**src/rtl/de_bus_arbiter_pkg.sv**
```systemverilog
// Shared definitions for the frame-store bus arbiter: default widths,
// FSM state encoding and read/write encoding.
package de_bus_arbiter_pkg;

  localparam int DEF_ADDR_W = 18;
  localparam int DEF_DATA_W = 32;
  localparam int DEF_NBYTE_W = DEF_DATA_W / 8;

  localparam logic RNW_READ  = 1'b1;
  localparam logic RNW_WRITE = 1'b0;

  typedef enum logic [1:0] {
    ST_IDLE = 2'd0,
    ST_XFER = 2'd1,
    ST_DONE = 2'd2
  } state_e;

endpackage

```
**src/rtl/de_bus_arbiter_rr_pick.sv**
```systemverilog
// Round-robin picker: first requester strictly after i_last, wrapping to the
// lowest requester at or below i_last.
module de_bus_arbiter_rr_pick #(
  parameter int N = 2,
  localparam int LW = (N > 1) ? $clog2(N) : 1
) (
  input  logic [N-1:0]  i_req,
  input  logic [LW-1:0] i_last,
  output logic [N-1:0]  o_gnt,
  output logic [LW-1:0] o_idx,
  output logic          o_any
);

  always_comb begin
    o_gnt = '0;
    o_idx = '0;
    o_any = 1'b0;
    for (int i = 0; i < N; i++) begin
      if (!o_any && i_req[i] && (i > int'(i_last))) begin
        o_gnt[i] = 1'b1;
        o_idx    = LW'(i);
        o_any    = 1'b1;
      end
    end
    // Nobody above the pointer: the lowest requester overall is the wrap winner.
    for (int i = 0; i < N; i++) begin
      if (!o_any && i_req[i]) begin
        o_gnt[i] = 1'b1;
        o_idx    = LW'(i);
        o_any    = 1'b1;
      end
    end
  end

endmodule

```
**src/rtl/de_bus_arbiter.sv**
```systemverilog
// Frame-store bus arbiter: round-robin among N_CLIENTS masters, one transfer
// at a time, registered memory-side outputs and an optional ack watchdog.
module de_bus_arbiter
  import de_bus_arbiter_pkg::*;
#(
  parameter int N_CLIENTS = 2,
  parameter int ADDR_W    = DEF_ADDR_W,
  parameter int DATA_W    = DEF_DATA_W,
  parameter int TIMEOUT   = 255,
  localparam int NBYTE_W  = DATA_W / 8
) (
  input  logic                         clk,
  input  logic                         rst_n,
  input  logic [N_CLIENTS-1:0]         c_req,
  output logic [N_CLIENTS-1:0]         c_ack,
  input  logic [N_CLIENTS*ADDR_W-1:0]  c_addr,
  input  logic [N_CLIENTS*NBYTE_W-1:0] c_nbyte,
  input  logic [N_CLIENTS-1:0]         c_rnw,
  input  logic [N_CLIENTS*DATA_W-1:0]  c_w_data,
  output logic [DATA_W-1:0]            c_r_data,
  output logic                         c_err,
  output logic [N_CLIENTS-1:0]         grant,
  output logic                         busy,
  output logic                         bus_err,
  input  logic                         err_clr,
  output logic                         de_req,
  input  logic                         de_ack,
  output logic [ADDR_W-1:0]            de_addr,
  output logic [NBYTE_W-1:0]           de_nbyte,
  output logic                         de_rnw,
  output logic [DATA_W-1:0]            de_w_data,
  input  logic [DATA_W-1:0]            de_r_data
);

  localparam int LW   = (N_CLIENTS > 1) ? $clog2(N_CLIENTS) : 1;
  localparam int WD_W = (TIMEOUT < 2) ? 1 : $clog2(TIMEOUT);

  state_e              r_state;
  logic [LW-1:0]       r_last;
  logic [WD_W-1:0]     r_wd;

  logic [N_CLIENTS-1:0] w_gnt;
  logic [LW-1:0]        w_idx;
  logic                 w_any;
  logic                 w_to;
  logic [ADDR_W-1:0]    w_addr;
  logic [NBYTE_W-1:0]   w_nbyte;
  logic                 w_rnw;
  logic [DATA_W-1:0]    w_wdata;

  de_bus_arbiter_rr_pick #(.N(N_CLIENTS)) u_pick (
    .i_req  (c_req),
    .i_last (r_last),
    .o_gnt  (w_gnt),
    .o_idx  (w_idx),
    .o_any  (w_any)
  );

  always_comb begin
    w_addr  = '0;
    w_nbyte = '0;
    w_rnw   = RNW_WRITE;
    w_wdata = '0;
    for (int i = 0; i < N_CLIENTS; i++) begin
      if (w_gnt[i]) begin
        w_addr  = c_addr[i*ADDR_W +: ADDR_W];
        w_nbyte = c_nbyte[i*NBYTE_W +: NBYTE_W];
        w_rnw   = c_rnw[i];
        w_wdata = c_w_data[i*DATA_W +: DATA_W];
      end
    end
  end

  // r_wd counts completed XFER cycles, so the abort edge ends cycle TIMEOUT.
  assign w_to = (r_state == ST_XFER) && !de_ack && (TIMEOUT != 0) &&
                (int'(r_wd) == TIMEOUT - 1);

  always_ff @(posedge clk or negedge rst_n) begin
    if (!rst_n) begin
      r_state   <= ST_IDLE;
      r_last    <= LW'(N_CLIENTS - 1);
      r_wd      <= '0;
      c_ack     <= '0;
      c_r_data  <= '0;
      c_err     <= 1'b0;
      grant     <= '0;
      busy      <= 1'b0;
      bus_err   <= 1'b0;
      de_req    <= 1'b0;
      de_addr   <= '0;
      de_nbyte  <= '0;
      de_rnw    <= 1'b0;
      de_w_data <= '0;
    end else begin
      case (r_state)
        ST_IDLE: begin
          if (w_any) begin
            de_addr   <= w_addr;
            de_nbyte  <= w_nbyte;
            de_rnw    <= w_rnw;
            de_w_data <= w_wdata;
            de_req    <= 1'b1;
            grant     <= w_gnt;
            busy      <= 1'b1;
            r_last    <= w_idx;
            r_wd      <= '0;
            r_state   <= ST_XFER;
          end
        end
        ST_XFER: begin
          if (de_ack) begin
            c_r_data <= de_r_data;
            de_req   <= 1'b0;
            c_ack    <= grant;
            r_state  <= ST_DONE;
          end else if (w_to) begin
            c_r_data <= '0;
            c_err    <= 1'b1;
            de_req   <= 1'b0;
            c_ack    <= grant;
            r_state  <= ST_DONE;
          end else begin
            r_wd <= r_wd + WD_W'(1);
          end
        end
        ST_DONE: begin
          c_ack    <= '0;
          c_err    <= 1'b0;
          c_r_data <= '0;
          grant    <= '0;
          busy     <= 1'b0;
          r_state  <= ST_IDLE;
        end
        default: r_state <= ST_IDLE;
      endcase

      // A fresh abort outranks a simultaneous clear.
      if (w_to)
        bus_err <= 1'b1;
      else if (err_clr)
        bus_err <= 1'b0;
    end
  end

endmodule
```
**config.mk**
```make
export PLATFORM = sky130hd
export DESIGN_NAME = de_bus_arbiter
export DESIGN_NICKNAME = d
export VERILOG_FILES = /design/src/rtl/de_bus_arbiter_pkg.sv /design/src/rtl/de_bus_arbiter_rr_pick.sv /design/src/rtl/de_bus_arbiter.sv
export SDC_FILE = /design/constraint.sdc
export NUM_CORES = 1
export LEC_CHECK = 0
export ABC_AREA = 1
export CORE_MARGIN = 2
export CORE_UTILIZATION = 41
export DETAILED_ROUTE_END_ITERATION = 7
export PLACE_DENSITY = 0.81
export SYNTH_ARGS = -nofsm -noshare
export SYNTH_HDL_FRONTEND = slang
export SYNTH_SLANG_ARGS = --single-unit
```
**constraint.sdc**
```tcl
create_clock -name clk -period 1.95 [get_ports clk]
set_input_delay 0.2925 -clock clk [delete_from_list [all_inputs] [get_ports clk]]
set_output_delay 0.2925 -clock clk [all_outputs]
set_load 0.02 [all_outputs]
```
==> flow_metrics.py <==
metrics = {
    "outcome": {
        "status": "complete, no violations",
    },
    "sta": {
        "rsz0062_at_grt": "no",
        "period_minus_slack_ns": 1.78,
        "maxSlewViolCount": 0,
        "timing.fmax_mhz": 562,
        "fin_tns_setup_ns": 0,
        "holdWs_ns": 0.408,
        "period_share": 0.912,
        "setup_viol": 0,
        "slew_headroom": 0.703,
        "worst_pin_slew_ns": 0.446,
        "skew_ns": 0.00731,
        "worst_slack_ns": 0.171,
        "hold_viol_final": 0,
    },
    "finish": {
        "fill_cells": 989,
        "fin_nets": 978,
        "drive_above_1_share": 0.0736,
        "fin_area_um2": 7960,
        "antennaDiodeCount": 0,
        "syn2layout_area_growth_pct": 57.1,
    },
    "setup_path": {
        "path_class": "reg -> reg",
        "worst-path-max-fanout": 33,
        "required_ns": 2.21,
        "cp-start-kind": "flop",
        "end_kind": "flop",
        "arrival_ns": 2.03,
    },
    "logic_synthesis": {
        "synth_seq_area_share": 0.524,
        "syn_nets": 754,
        "ys_ff_latch": 106,
        "synth_cell_type_count": 28,
        "syn_inst": 600,
        "yosysWarnings": 0,
        "avgSynthCellArea_um2": 8.44,
        "syn_area_um2": 5060,
    },
    "place": {
        "gp_congestion": 0.854,
        "portBuffers": 242,
        "place_area_um2": 7660,
        "hpwl_mm": 12.0,
        "dp_slack_ns": 0.169,
    },
    "clock_tree": {
        "cts_sinks": 106,
        "numCtsBuffers": 9,
        "path_clk_slew_ns": 0.08,
        "ctsHtreeMaxLevel": 3,
        "cts_root_buf": "clkbuf_16",
        "clockBufferDepth": 2,
        "insertion_delay_ns": 0.34,
        "cts_tree": "yes",
    },
    "grt": {
        "overflow": 0,
        "first_global_vias": 5271,
        "grt_max_degree": 63,
        "grt_usage": 0.243,
        "grt_pass1_wl_mm": 25.5,
        "antenna_found_initial": 0,
    },
    "routing": {
        "first_iter_violations": 413,
        "drc": 0,
        "firstDrtPassIters": 7,
        "postRouteAntennaNets": 0,
        "num_vias": 5319,
        "vias_per_cell": 5.45,
        "wl_per_cell_um": 16.6,
        "finalWirelength_mm": 16.2,
    },
    "floorplan": {
        "core_um2": 12000,
        "die_width_um": 115,
        "initial_core_util": 0.422,
        "ioPinCount": 243,
        "num_rows": 40,
        "die-height_um": 115,
        "die-area_um2": 13300,
    },
    "power": {
        "vdd_drop_max_mv": 0.784,
        "leakage_uw": 0.00352,
        "p_per_area_nw_per_um2": 1490,
    },
    "hold_path": {
        "hold_path_class": "in -> reg",
    },
    "flow_run": {
        "cap_violations": 0,
    },
}
==> placed cells by master, fill, tap and decap left out, drive strengths merged <==
master | Yosys | final
a31oi | 20 | 20
buf | 24 | 21
clkbuf | 25 | 10
clkdlybuf4s50 | 0 | 240
clkinv | 1 | 3
clkinvlp | 0 | 2
dfrtp | 105 | 105
dfstp | 1 | 1
dlygate4sd3 | 0 | 1
ha | 6 | 6
inv | 17 | 19
nand2 | 174 | 174
nand3 | 105 | 105
nand3b | 1 | 1
nand4 | 67 | 67
nor2 | 34 | 34
o21ai | 12 | 12
o21bai | 1 | 1
o22ai | 2 | 2
or2 | 3 | 3
xor2 | 2 | 2
==> synthesized netlist by cell type, drive strengths merged <==
master,count,area share
buf,24,0.028
o22ai,2,0.0025
clkinv,1,0.00074
dfstp,1,0.0052
clkbuf,25,0.019
nand3b,1,0.0040
nand2,174,0.14
o21bai,1,0.0015
o21ai,12,0.013
xor2,2,0.0035
nand4,67,0.083
inv,17,0.013
ha,6,0.015
nor2,34,0.026
dfrtp,105,0.52
or2,3,0.0037
nand3,105,0.10
a31oi,20,0.025
==> path summary, 6_finish.rpt <==
| kind | startpoint | endpoint | slack (ns) | cells past startpoint |
|---|---|---|---|---|
| setup / recovery | r_state[0]$_DFFE_PN0P_ | busy$_DFFE_PN0P_ | 0.17 | 5 |
| setup reg to reg | r_state[0]$_DFFE_PN0P_ | busy$_DFFE_PN0P_ | 0.17 | 5 |
| hold reg to reg | c_ack[1]$_DFFE_PN0P_ | c_ack[1]$_DFFE_PN0P_ | 0.47 | 2 |
| min in group asynchronous | rst_n | r_wd[3]$_DFFE_PN0P_ | 0.43 | 2 |
| hold / removal | c_req[1] | grant[0]$_DFFE_PN0P_ | 0.41 | 4 |
| max in group asynchronous | rst_n | de_addr[15]$_DFFE_PN0P_ | 0.97 | 3 |
==> metrics by stage <==
stage | total power, uW | instances | util
finish | 11900 | 976 | 0.663
detailed placement | 10100 | 959 | 0.637
global placement | 9960 | 959 | 0.637
global route | 12600 | 976 | 0.663
CTS | 11900 | 976 | 0.662
floorplan | 7210 | 600 | -
==> power breakdown <==
group,leakage (uW),switching (uW),internal (uW)
Clock,0.000136,850,916
Sequential,0.00134,578,3150
Combinational,0.00204,3630,2750
==> worst max-delay path: stages, from the launching register on <==
cell and delay [ns]:
dfrtp_1 0.42, inv_1 0.10, ha_1 0.38, buf_4 0.40
o21ai_0 0.20, o21ai_0 0.19
==> registers in the layout, indices dropped and copies added, names as in the netlist, 2 cells and up <==
| signal | count |
|---|---|
| c_ack | 2 |
| de_addr | 18 |
| de_nbyte | 4 |
| r_state | 2 |
| c_r_data | 32 |
| grant | 2 |
| r_wd | 8 |
| de_w_data | 32 |
==> cell families after synthesis <==
kind of cell             count (synthesis)  synth area share
AO/OA/AOI/OAI                           35            0.0413
XOR/XNOR                                 2           0.00346
adder cells (fa/ha/maj)                  6            0.0148
buffers and inverters                   67            0.0598
flip-flops                             106             0.524
AND/OR/NAND/NOR                        384             0.357
==> cell type report <==
type | count | area, um^2 | share of cell area
Timing Repair Buffer | 262 | 2640 | 0.332
Clock buffer | 10 | 239 | 0.0300
Multi-Input combinational cell | 427 | 2120 | 0.267
Tap cell | 147 | 184 | 0.0231
Sequential cell | 106 | 2650 | 0.333
Inverter | 18 | 67.6 | 0.00849
Clock inverter | 6 | 50.0 | 0.00629
==> per-layer routing <==
| layer | part of all wire | track usage |
|---|---|---|
| met4 | 0.021 | 0.0876 |
| met1 | 0.40 | 0.305 |
| met5 | 0 | 0 |
| met2 | 0.50 | 0.413 |
| met3 | 0.083 | 0.0585 |
==> repair_timing <==
item	4_1_cts	5_1_grt
hold buffers	1	0
endpoints found under the hold margin	25	0
resized for setup	0	1
setup endpoints to repair	0	1
buffers inserted	0	0
(Power assumes the default switching activity.)
